**src/rtl/pipeline_hazard_ctrl_pkg.sv**
```systemverilog
// Shared encodings for the pipeline hazard controller and the forwarding logic.
// Pure declarations: no latency, no handshake.
package pipeline_hazard_ctrl_pkg;

  typedef enum logic [1:0] {
    HZ_RUN      = 2'd0,
    HZ_MEM_WAIT = 2'd1,
    HZ_ERROR    = 2'd2
  } hz_state_e;

  localparam logic [4:0] REG_ZERO = 5'd0;

endpackage

```
**src/rtl/pipeline_hazard_ctrl_if.sv**
```systemverilog
// Hazard-controller bundle: ID/EX/MEM hazard inputs, stage controls and perf counters.
// Master drives the pipeline status, slave (the controller) drives the controls.
interface pipeline_hazard_ctrl_if #(
  parameter int CNT_W = 32
);
  logic [4:0]       id_rs;
  logic [4:0]       id_rt;
  logic             id_uses_rs;
  logic             id_uses_rt;
  logic             id_jump;
  logic             ex_memtoreg;
  logic [4:0]       ex_write_reg;
  logic             ex_branch_taken;
  logic             dmem_req;
  logic             dmem_ready;
  logic             pc_en;
  logic             pc_sel_branch;
  logic             ifid_en;
  logic             ifid_flush;
  logic             idex_en;
  logic             idex_flush;
  logic             exmem_en;
  logic             memwb_bubble;
  logic             mem_err;
  logic [CNT_W-1:0] stall_cnt;
  logic [CNT_W-1:0] flush_cnt;

  modport master (
    output id_rs, id_rt, id_uses_rs, id_uses_rt, id_jump,
           ex_memtoreg, ex_write_reg, ex_branch_taken, dmem_req, dmem_ready,
    input  pc_en, pc_sel_branch, ifid_en, ifid_flush, idex_en, idex_flush,
           exmem_en, memwb_bubble, mem_err, stall_cnt, flush_cnt
  );

  modport slave (
    input  id_rs, id_rt, id_uses_rs, id_uses_rt, id_jump,
           ex_memtoreg, ex_write_reg, ex_branch_taken, dmem_req, dmem_ready,
    output pc_en, pc_sel_branch, ifid_en, ifid_flush, idex_en, idex_flush,
           exmem_en, memwb_bubble, mem_err, stall_cnt, flush_cnt
  );
endinterface

```
**src/rtl/pipeline_hazard_ctrl_load_use_detect.sv**
```systemverilog
// Flags an ID instruction that reads the destination of a load still in EX.
// Purely combinational, zero latency, no handshake.
module load_use_detect
  import pipeline_hazard_ctrl_pkg::*;
(
  input  logic [4:0] id_rs,
  input  logic [4:0] id_rt,
  input  logic       id_uses_rs,
  input  logic       id_uses_rt,
  input  logic       ex_memtoreg,
  input  logic [4:0] ex_write_reg,
  output logic       lu
);
  logic rs_hit;
  logic rt_hit;

  assign rs_hit = id_uses_rs && (id_rs == ex_write_reg);
  assign rt_hit = id_uses_rt && (id_rt == ex_write_reg);
  // $zero is never a real producer, so a load targeting it cannot create a hazard.
  assign lu     = ex_memtoreg && (ex_write_reg != REG_ZERO) && (rs_hit || rt_hit);
endmodule

```
**src/rtl/pipeline_hazard_ctrl.sv**
```systemverilog
// Stage enable/flush/bubble sequencer for load-use, branch, jump and slow data memory.
// Controls are combinational (zero latency); a stalled dmem access freezes every stage.
module pipeline_hazard_ctrl
  import pipeline_hazard_ctrl_pkg::*;
#(
  parameter int MEM_TIMEOUT = 16,
  parameter int CNT_W       = 32
) (
  input logic                  clk,
  input logic                  rst_n,
  pipeline_hazard_ctrl_if.slave hz
);
  localparam int WCNT_W = $clog2(MEM_TIMEOUT) + 1;

  hz_state_e         state_q, state_d;
  logic [WCNT_W-1:0] wcnt_q, wcnt_d;
  logic [CNT_W-1:0]  stall_cnt_q, stall_cnt_d;
  logic [CNT_W-1:0]  flush_cnt_q, flush_cnt_d;
  logic              mem_err_q, mem_err_d;
  logic              lu;
  logic              freeze;

  load_use_detect u_load_use_detect (
    .id_rs        (hz.id_rs),
    .id_rt        (hz.id_rt),
    .id_uses_rs   (hz.id_uses_rs),
    .id_uses_rt   (hz.id_uses_rt),
    .ex_memtoreg  (hz.ex_memtoreg),
    .ex_write_reg (hz.ex_write_reg),
    .lu           (lu)
  );

  always_comb begin
    state_d = state_q;
    wcnt_d  = wcnt_q;
    freeze  = 1'b0;
    case (state_q)
      HZ_RUN: begin
        if (hz.dmem_req && !hz.dmem_ready) begin
          freeze  = 1'b1;
          state_d = HZ_MEM_WAIT;
          wcnt_d  = WCNT_W'(1);
        end
      end
      HZ_MEM_WAIT: begin
        if (!hz.dmem_ready) begin
          freeze = 1'b1;
          if (wcnt_q >= WCNT_W'(MEM_TIMEOUT - 1)) state_d = HZ_ERROR;
          else                                    wcnt_d  = wcnt_q + WCNT_W'(1);
        end else begin
          state_d = HZ_RUN;
          wcnt_d  = '0;
        end
      end
      HZ_ERROR: freeze = 1'b1;
      default: begin
        state_d = HZ_RUN;
        wcnt_d  = '0;
      end
    endcase
  end

  // Released cycles (RUN or MEM_WAIT with ready) all share the branch > load-use > jump ladder.
  always_comb begin
    hz.pc_en         = 1'b1;
    hz.pc_sel_branch = 1'b0;
    hz.ifid_en       = 1'b1;
    hz.ifid_flush    = 1'b0;
    hz.idex_en       = 1'b1;
    hz.idex_flush    = 1'b0;
    hz.exmem_en      = 1'b1;
    hz.memwb_bubble  = 1'b0;
    if (freeze) begin
      hz.pc_en        = 1'b0;
      hz.ifid_en      = 1'b0;
      hz.idex_en      = 1'b0;
      hz.exmem_en     = 1'b0;
      hz.memwb_bubble = 1'b1;
    end else if (hz.ex_branch_taken) begin
      hz.pc_sel_branch = 1'b1;
      hz.ifid_flush    = 1'b1;
      hz.idex_flush    = 1'b1;
    end else if (lu) begin
      hz.pc_en      = 1'b0;
      hz.ifid_en    = 1'b0;
      hz.idex_flush = 1'b1;
    end else if (hz.id_jump) begin
      hz.ifid_flush = 1'b1;
    end
  end

  always_comb begin
    stall_cnt_d = stall_cnt_q;
    flush_cnt_d = flush_cnt_q;
    if (!hz.pc_en && (stall_cnt_q != '1))     stall_cnt_d = stall_cnt_q + 1'b1;
    if (hz.ifid_flush && (flush_cnt_q != '1)) flush_cnt_d = flush_cnt_q + 1'b1;
    mem_err_d = mem_err_q || (state_d == HZ_ERROR);
  end

  always_ff @(posedge clk or negedge rst_n) begin
    if (!rst_n) begin
      state_q     <= HZ_RUN;
      wcnt_q      <= '0;
      stall_cnt_q <= '0;
      flush_cnt_q <= '0;
      mem_err_q   <= 1'b0;
    end else begin
      state_q     <= state_d;
      wcnt_q      <= wcnt_d;
      stall_cnt_q <= stall_cnt_d;
      flush_cnt_q <= flush_cnt_d;
      mem_err_q   <= mem_err_d;
    end
  end

  assign hz.mem_err   = mem_err_q;
  assign hz.stall_cnt = stall_cnt_q;
  assign hz.flush_cnt = flush_cnt_q;
endmodule

```
**src/flat_wrapper.sv**
```systemverilog
// flat-port wrapper written by rule: the top's interface ports become plain ports
module pipeline_hazard_ctrl_flat import pipeline_hazard_ctrl_pkg::*;
#(
  parameter int MEM_TIMEOUT = 16,
  parameter int CNT_W       = 32
)
  (clk, rst_n, hz_id_rs, hz_id_rt, hz_id_uses_rs, hz_id_uses_rt, hz_id_jump, hz_ex_memtoreg, hz_ex_write_reg, hz_ex_branch_taken, hz_dmem_req, hz_dmem_ready, hz_pc_en, hz_pc_sel_branch, hz_ifid_en, hz_ifid_flush, hz_idex_en, hz_idex_flush, hz_exmem_en, hz_memwb_bubble, hz_mem_err, hz_stall_cnt, hz_flush_cnt);
  pipeline_hazard_ctrl_if #(.CNT_W(CNT_W)) hz_i ();
  input logic clk;
  input logic rst_n;
  input wire logic [$bits(hz_i.id_rs)-1:0] hz_id_rs;
  input wire logic [$bits(hz_i.id_rt)-1:0] hz_id_rt;
  input wire logic [$bits(hz_i.id_uses_rs)-1:0] hz_id_uses_rs;
  input wire logic [$bits(hz_i.id_uses_rt)-1:0] hz_id_uses_rt;
  input wire logic [$bits(hz_i.id_jump)-1:0] hz_id_jump;
  input wire logic [$bits(hz_i.ex_memtoreg)-1:0] hz_ex_memtoreg;
  input wire logic [$bits(hz_i.ex_write_reg)-1:0] hz_ex_write_reg;
  input wire logic [$bits(hz_i.ex_branch_taken)-1:0] hz_ex_branch_taken;
  input wire logic [$bits(hz_i.dmem_req)-1:0] hz_dmem_req;
  input wire logic [$bits(hz_i.dmem_ready)-1:0] hz_dmem_ready;
  output wire logic [$bits(hz_i.pc_en)-1:0] hz_pc_en;
  output wire logic [$bits(hz_i.pc_sel_branch)-1:0] hz_pc_sel_branch;
  output wire logic [$bits(hz_i.ifid_en)-1:0] hz_ifid_en;
  output wire logic [$bits(hz_i.ifid_flush)-1:0] hz_ifid_flush;
  output wire logic [$bits(hz_i.idex_en)-1:0] hz_idex_en;
  output wire logic [$bits(hz_i.idex_flush)-1:0] hz_idex_flush;
  output wire logic [$bits(hz_i.exmem_en)-1:0] hz_exmem_en;
  output wire logic [$bits(hz_i.memwb_bubble)-1:0] hz_memwb_bubble;
  output wire logic [$bits(hz_i.mem_err)-1:0] hz_mem_err;
  output wire logic [$bits(hz_i.stall_cnt)-1:0] hz_stall_cnt;
  output wire logic [$bits(hz_i.flush_cnt)-1:0] hz_flush_cnt;
  assign hz_i.id_rs = hz_id_rs;
  assign hz_i.id_rt = hz_id_rt;
  assign hz_i.id_uses_rs = hz_id_uses_rs;
  assign hz_i.id_uses_rt = hz_id_uses_rt;
  assign hz_i.id_jump = hz_id_jump;
  assign hz_i.ex_memtoreg = hz_ex_memtoreg;
  assign hz_i.ex_write_reg = hz_ex_write_reg;
  assign hz_i.ex_branch_taken = hz_ex_branch_taken;
  assign hz_i.dmem_req = hz_dmem_req;
  assign hz_i.dmem_ready = hz_dmem_ready;
  assign hz_pc_en = hz_i.pc_en;
  assign hz_pc_sel_branch = hz_i.pc_sel_branch;
  assign hz_ifid_en = hz_i.ifid_en;
  assign hz_ifid_flush = hz_i.ifid_flush;
  assign hz_idex_en = hz_i.idex_en;
  assign hz_idex_flush = hz_i.idex_flush;
  assign hz_exmem_en = hz_i.exmem_en;
  assign hz_memwb_bubble = hz_i.memwb_bubble;
  assign hz_mem_err = hz_i.mem_err;
  assign hz_stall_cnt = hz_i.stall_cnt;
  assign hz_flush_cnt = hz_i.flush_cnt;
  pipeline_hazard_ctrl #(.MEM_TIMEOUT(MEM_TIMEOUT), .CNT_W(CNT_W)) u_core (.clk(clk), .rst_n(rst_n), .hz(hz_i));
endmodule
```
**config.mk**
```make
export PLATFORM = sky130hd
export DESIGN_NAME = pipeline_hazard_ctrl_flat
export DESIGN_NICKNAME = d
export VERILOG_FILES = /design/src/rtl/pipeline_hazard_ctrl_pkg.sv /design/src/rtl/pipeline_hazard_ctrl_if.sv /design/src/rtl/pipeline_hazard_ctrl_load_use_detect.sv /design/src/rtl/pipeline_hazard_ctrl.sv /design/src/flat_wrapper.sv
export SDC_FILE = /design/constraint.sdc
export NUM_CORES = 1
export LEC_CHECK = 0
export CORE_UTILIZATION = 42
export DETAILED_ROUTE_END_ITERATION = 8
export DONT_BUFFER_PORTS = 1
export PLACE_DENSITY_LB_ADDON = 0.12
export SYNTH_ARGS = -nofsm -noshare
export SYNTH_HDL_FRONTEND = slang
export SYNTH_SLANG_ARGS = --single-unit
```
**constraint.sdc**
```tcl
create_clock -name clk -period 3.1 [get_ports clk]
set_input_delay 0.31 -clock clk [delete_from_list [all_inputs] [get_ports clk]]
set_output_delay 0.31 -clock clk [all_outputs]
set_load 0.01 [all_outputs]
```
==> impl_results.md, run 1 <==
* Status: finished, final reports clean
* Worst-case clock buffer depth at 2
* Ys flop type: dfrtp_1
* Final ANT Viol Nets at 0
* Crit path max fanout at 11
* Routed WL at 8104 um
* Period utilization at 0.7725
* Unrepaired setup endpoints after global routing: false
* Critical Path Max Stage Delay at between 400 and 500 ps
* Initial antenna violation count at 0
* Chip width at 97.53 um
* I/O pin count at 97
* Fin Setup TNS at 0 ps
* TritonCTS clock tree: yes
* Maxcap violations at 0
* Vias in the first global route at 2,643
* Synth top area share at 0.4701
* Synth Net Count at 404
* CP cell instances: nand2b_1 -> o31a_1 -> o21ai_0 -> a21o_1 -> inv_2
* Register area share after synthesis at 0.4701
* Setup CP Type: register to output port
* CTS H-tree lvls at 3
* Multi-input gate area at 1918 sq um
* Static Leak at 1.905 nW
* Peak supply drop at 303.3 uV
* GR Overflow Total at 0
* Final hold vios at 0
* Number of enable flip-flop cells after synthesis at 0
* Via count at 2,798
* DR pass1 iterations at 4
* Crit path capture type: output port
* Fraction of layout instances using a drive strength above 1 at 0.09326
* Dpl hpwl at 5637 um
* Min-delay src: hz_dmem_ready
* CTS Buf Count at 9
* Yosys reg bits at 72
* Fin. max-slew vios at 0
* Gate Count Post-Synth at 376
* Final setup violation count at 0
* Power Total at 2.108 mW
* Pwr Density at 509.0 nW/um^2
* Root buffer cell: clkbuf_8
* Clock Latency Late Sink at 340 ps
* Worst-Margin Slew at 683.0 ps
* Avg Inst Size Synth at 10.19 sq um
* Synthesis Warnings at 0
* Most common cell in the synthesized netlist: dfrtp_1
* Commonest cells post-synth: dfrtp_1 (72), xor2_1 (49), nor3_1 (33), nand2_1 (32)
* First-pass GRT wire length at 13,530 um
* Layout Skew at slightly above 9 ps
* 1st-iter DRT viols at just over 70
* Setup Buffers After CTS at 0
* Vias/cell at approximately 5.7
* Fmax at between 0.4 and 0.5 GHz
* Synthesis-to-layout area growth at 8.064%
* IO buf count at 0
* Top cells by area, synth: dfrtp_1 (47%), xor2_1 (11%), xnor2_1 (5.3%), nor3_1 (4.3%), nand4_1 (3.3%)
* Synth area leader: dfrtp_1
* N_diodes at 0
* Tmin final at between 2000 and 2500 ps
* Area occupied by registers at 1802 sq um
* CP max-delay cell: dfrtp_1
* Crit path DAT at 2080 ps
* Worst reg2reg startpoint: u_core.state_q[0]
* Worst Hold Depth at 1
* GRT Total Usage at 0.1748
* Distinct cells, synth at 46
* Async set-reset flop share out of synthesis at 1.000
* Core Region at 8763 sq um
* Mapped cell area at 3832 sq um
* Rel. slew slack at 0.5447
* Critical Path Start Type: register
* Worst reg2reg setup slack at 720 ps
* Crit path max-delay family: compound AO/OA/AOI/OAI gates
* CTS sink count at 72
* R2R depth at 7
* DRC at 0
* Worst Hold Class: input pin to register
* RR Endpoint: u_core.hz.flush_cnt[3]
* Clock transition at path regs at around 80 ps
* Die area at ~9500 sq um
* Post-layout net count at 409
* Routed WL per cell at 16.40 um
* Placer congestion estimate at 0.7609
* Starting density of the core at 0.4373
* Crit path buf inv count at 1
* Cell Rows at 34
* Hold Crit Endpoint: u_core.state_q[0]
* Die Y at 97.53 um
* Layout fillers at 852
* Largest net degree at the start of global routing at 73
* Required @ worst endpoint at roughly 2800 ps
==> sequential cells by signal (all words and copies together), names as in the netlist <==
signal	cells
u_core.hz.flush_cnt	32
u_core.hz.mem_err	1
u_core.hz.stall_cnt	32
u_core.state_q	2
u_core.wcnt_q	5
==> worst max-delay path by stage <==
stage                      start                      to  slack [ps]  depth (start not counted)
2_1_floorplan   u_core.wcnt_q[0]        u_core.wcnt_q[2]         960                          7
3_3_place_gp   u_core.state_q[0]  u_core.hz.flush_cnt[3]         820                          7
3_5_place_dp   u_core.state_q[0]  u_core.hz.flush_cnt[3]         740                          7
4_1_cts        u_core.state_q[0]           hz_ifid_flush         690                          5
5_1_grt        u_core.state_q[0]           hz_ifid_flush         490                          5
6_report       u_core.state_q[0]           hz_ifid_flush         710                          5
==> through the flow <==
step | instances | worst slack, ps | hold WS, ps | util | area [sq um]
3_3_place_gp | 476 | 820.4 | 16.70 | 0.4493 | 3938
4_1_cts | 494 | 690.9 | 17.94 | 0.4726 | 4141
5_1_grt | 494 | 488.1 | 13.40 | 0.4726 | 4141
3_5_place_dp | 476 | 741.6 | 17.13 | 0.4493 | 3938
2_1_floorplan | 376 | 955.7 | 14.41 | - | 3832
6_report | 494 | 705.3 | 31.96 | 0.4726 | 4141
==> routing by layer <==
layer,vias to the layer above,global-route usage,routed length (um)
met5,-,0,0
met4,0,0.06448,101
met3,9,0.04892,580
met2,90,0.2539,3533
met1,1348,0.2478,3888
li1,1351,-,-
==> kinds of logic after synthesis <==
kind of cell,after synthesis,synth area share
and+or+nand+nor,181,0.2769
buffers and inverters,23,0.02938
muxes,4,0.01110
xor gates and xnor gates,72,0.1645
adders and majority gates,4,0.01306
DFF,72,0.4701
AOI/OAI and AO/OA,20,0.03493
==> power by group <==
group / switching (mW) / total, mW / internal [mW] / leakage [nW]
clock network: 0.349 / 0.660 / 0.311 / 0.0834
registers: 0.166 / 1.19 / 1.02 / 0.949
logic: 0.142 / 0.260 / 0.118 / 0.873
==> area by class of cell <==
cell class                 instances  share of cell area
clock inverter                     3            0.004230
timing repair buffer               9             0.02175
inverter                           8            0.007251
sequential                        72              0.4350
tap                              108             0.03263
clock buffer                      13             0.03595
multi-input combinational        281              0.4631
==> layout by cell type (no fill, tap or decap), types with 5 or more instances in the layout <==
master / n
nor3_1: 33
o21ai_0: 5
nand3_1: 22
nor2_1: 23
and3_1: 7
buf_4: 7
and4_1: 10
xor2_1: 49
inv_1: 7
clkbuf_8: 10
nand2_1: 32
nor4_1: 6
nand4_1: 20
dfrtp_1: 72
xnor2_1: 23
==> timing repair <==
item	in CTS	in global routing
endpoints found under the hold margin	72	0
resized for setup	0	0
endpoints found under the setup margin	0	0
hold buffers	2	0
Note: power is estimated with default switching activity, not from simulation.
==> inputs of run 2 (changes only) <==
- clock period: 3.1 -> 2.35 ns (I/O delays scaled with it)
==> run 2 against run 1 <==
Net effect:
- first-iteration DRC count is 57% higher
- wire length is 6.0% higher
- via count up 2.2%
- cell area is 5.3% higher
- hold slack gained 72 ps
- die area unchanged
- non-clock buffer count grew 22
- critical path type is now register to register
==> impl_results.md, run 2 (synthesized netlist as in run 1, its figures left out) <==
* Die area at 9511 sq um (unchanged)
* Fmax at 0.4587 GHz
* Comb power frac at 0.158 (+0.035)
* Worst reg2reg startpoint: u_core.wcnt_q[0]
* Reg power frac at 0.522 (-0.042)
* CTS H-tree lvls at 3 (unchanged)
* Setup CP Type: register to register
* 1st-iter DRT viols at 113 (+57%)
* IO buf count at 0 (unchanged)
* First-pass GRT wire length at 14,590 um (+7.9%)
* Crit path DAT at 2450 ps (+370 ps)
* Cell Rows at 34 (unchanged)
* Rel. slew slack at 0.6835 (+0.1388)
* Maxcap violations at 0 (unchanged)
* Starting density of the core at 0.4373 (unchanged)
* Clock Latency Late Sink at 330 ps (about the same)
* Min-delay src: hz_dmem_ready
* Via count at 2,860 (+2.2%)
* CP dominant cell by count: ha_1
* Commonest non-fill, non-tap cell in the layout: dfrtp_1
* Worst reg2reg setup slack at 170 ps (-550 ps)
* DRC at 0 (unchanged)
* Sw power at 0.8660 mW (+32%)
* Placer congestion estimate at 0.7931 (+4.2%)
* CTS sink count at 72 (unchanged)
* Crit path capture type: register
* Tmin final at 2180 ps
* Layout Skew at 11.97 ps (+2.638 ps)
* Worst-case clock buffer depth at 2 (unchanged)
* Clock transition at path regs at 70 ps (about the same)
* Root buffer cell: clkbuf_8
* Dpl hpwl at 6074 um (+7.8%)
* Static Leak at 2.039 nW (+7.0%)
* Peak supply drop at 471.7 uV (+56%)
* Post-layout util at 0.4974 (+0.02484)
* Final setup violation count at 0 (unchanged)
* Vias/cell at 5.543 (-2.1%)
* Synthesis-to-layout area growth at 13.74%
* Vias in the first global route at 2,935 (+11%)
* Unrepaired setup endpoints after global routing: false
* Routed WL per cell at 16.64 um (+1.5%)
* Fin Setup TNS at 0 ps (unchanged)
* Most frequent cells in the layout: dfrtp_1 (72), xor2_1 (49), nor3_1 (33), nand2_1 (32), buf_4 (26)
* Chip width at 97.53 um (unchanged)
* P_int at 2.046 mW (+41%)
* RR Endpoint: u_core.wcnt_q[2]
* Period utilization at 0.9276
* Switching fraction of total power at 0.2974 (-0.01415)
* Crit path max fanout at 5 (-6)
* CP max-delay cell: or4b_2
* Clock group share of total power at 0.320 (+0.007)
* Critical Path Start Type: register
* Largest net degree at the start of global routing at 73 (unchanged)
* TritonCTS clock tree: yes
* Pwr Density at 667.9 nW/um^2 (+31%)
* DR pass1 iterations at 4 (unchanged)
* GRT Total Usage at 0.1903 (+0.01548)
* Initial antenna violation count at 0 (unchanged)
* I/O pin count at 97 (unchanged)
* CTS Buf Count at 9 (unchanged)
* Core Region at 8763 sq um (unchanged)
* Status: finished, final reports clean
* N_diodes at 0 (unchanged)
* Critical Path Max Stage Delay at 630 ps (+160 ps)
* Final ANT Viol Nets at 0 (unchanged)
* GR Overflow Total at 0 (unchanged)
* CP cell instances: ha_1 -> and3_1 -> ha_1 -> nor3_1 -> o21ai_1 -> or4b_2 -> nand2_1
* Crit path buf inv count at 0 (-1)
* Worst Hold Class: input pin to register
* Worst-Margin Slew at 474.0 ps (-209.0 ps)
* Critical path depth at 7 (+2)
* Die Y at 97.53 um (unchanged)
* Setup crit start: u_core.wcnt_q[0]
* Post-layout net count at 431 (+5.4%)
* Final hold vios at 0 (unchanged)
* R2R depth at 7 (unchanged)
* Fin. max-slew vios at 0 (unchanged)
* Worst setup path end: u_core.wcnt_q[2]
* Crit path max-delay family: simple AND/OR/NAND/NOR gates
* Fraction of layout instances using a drive strength above 1 at 0.1446 (+0.05134)
* Routed WL at 8588 um (+6.0%)
* Required @ worst endpoint at 2620 ps (-170 ps)
-- run 2: changes by cell type in the layout (fill, tap and decap cells not counted) --
cell / change
clkbuf_8: -1
a21oi_1: -1
a21oi_2: +1
clkinvlp_4: -1
buf_4: +19
dlygate4sd3_1: +1
clkinv_2: +1
o311ai_2: +1
buf_12: +2
o311ai_1: -1
bufinv_16: +1
-- run 2: worst min path at each step --
stage	slack, ps	to	depth (start not counted)
6_report	100	u_core.wcnt_q[0]	2
4_1_cts	90	u_core.wcnt_q[0]	2
5_1_grt	100	u_core.wcnt_q[0]	2
2_1_floorplan	-60	u_core.hz.flush_cnt[0]	0
3_5_place_dp	-60	u_core.hz.stall_cnt[27]	0
3_3_place_gp	-60	u_core.hz.stall_cnt[27]	0
-- run 2: worst register-to-register path: stages, from the launching register on --
cell and delay (ps):
dfrtp_1 420, ha_1 240, and3_1 150, ha_1 170, nor3_1 290, o21ai_1 140, or4b_2 630, nand2_1 90
-- run 2: final cells by class --
type,instances,area (sq um)
Multi-Input combinational cell,281,1929
Sequential cell,72,1802
Clock buffer,12,135.1
Fill cell,808,4404
Inverter,8,30.03
Timing Repair Buffer,31,282.8
Clock inverter,4,45.04
Tap cell,108,135.1
-- run 2: metrics by stage --
stage	std cells	hold slack, ps	setup slack [ps]	area [sq um]	power [mW]
floorplan	376	-60.59	205.7	3832	1.815
global placement	497	-58.61	141.6	4120	1.960
detailed placement	497	-58.66	84.31	4120	1.975
CTS	516	92.51	74.05	4348	2.957
global route	516	98.68	13.91	4359	3.082
finish	516	104.4	170.1	4359	2.912
-- run 2: power groups by stage --
stage                     logic, mW  registers [mW]  clock network (mW)
after floorplan               0.272            1.54                   0
after global placement        0.419            1.54                   0
after detailed placement      0.428            1.55                   0
after CTS                     0.465            1.52               0.969
after global routing          0.520            1.55                1.02
final                         0.459            1.52               0.933
-- run 2: layer usage --
metal | up-vias | global-route usage | part of all wire
met5 | - | 0 | 0
met4 | 0 | 0.06900 | 0.012
met3 | 12 | 0.05180 | 0.063
met2 | 86 | 0.2835 | 0.45
met1 | 1369 | 0.2652 | 0.47
li1 | 1393 | - | -
-- run 2: timing repair --
action | CTS | global route
buffers inserted | 0 | 0
hold endpoints to repair | 73 | 0
endpoints found under the setup margin | 0 | 5
gates resized for setup | 0 | 2
hold buffers | 3 | 0
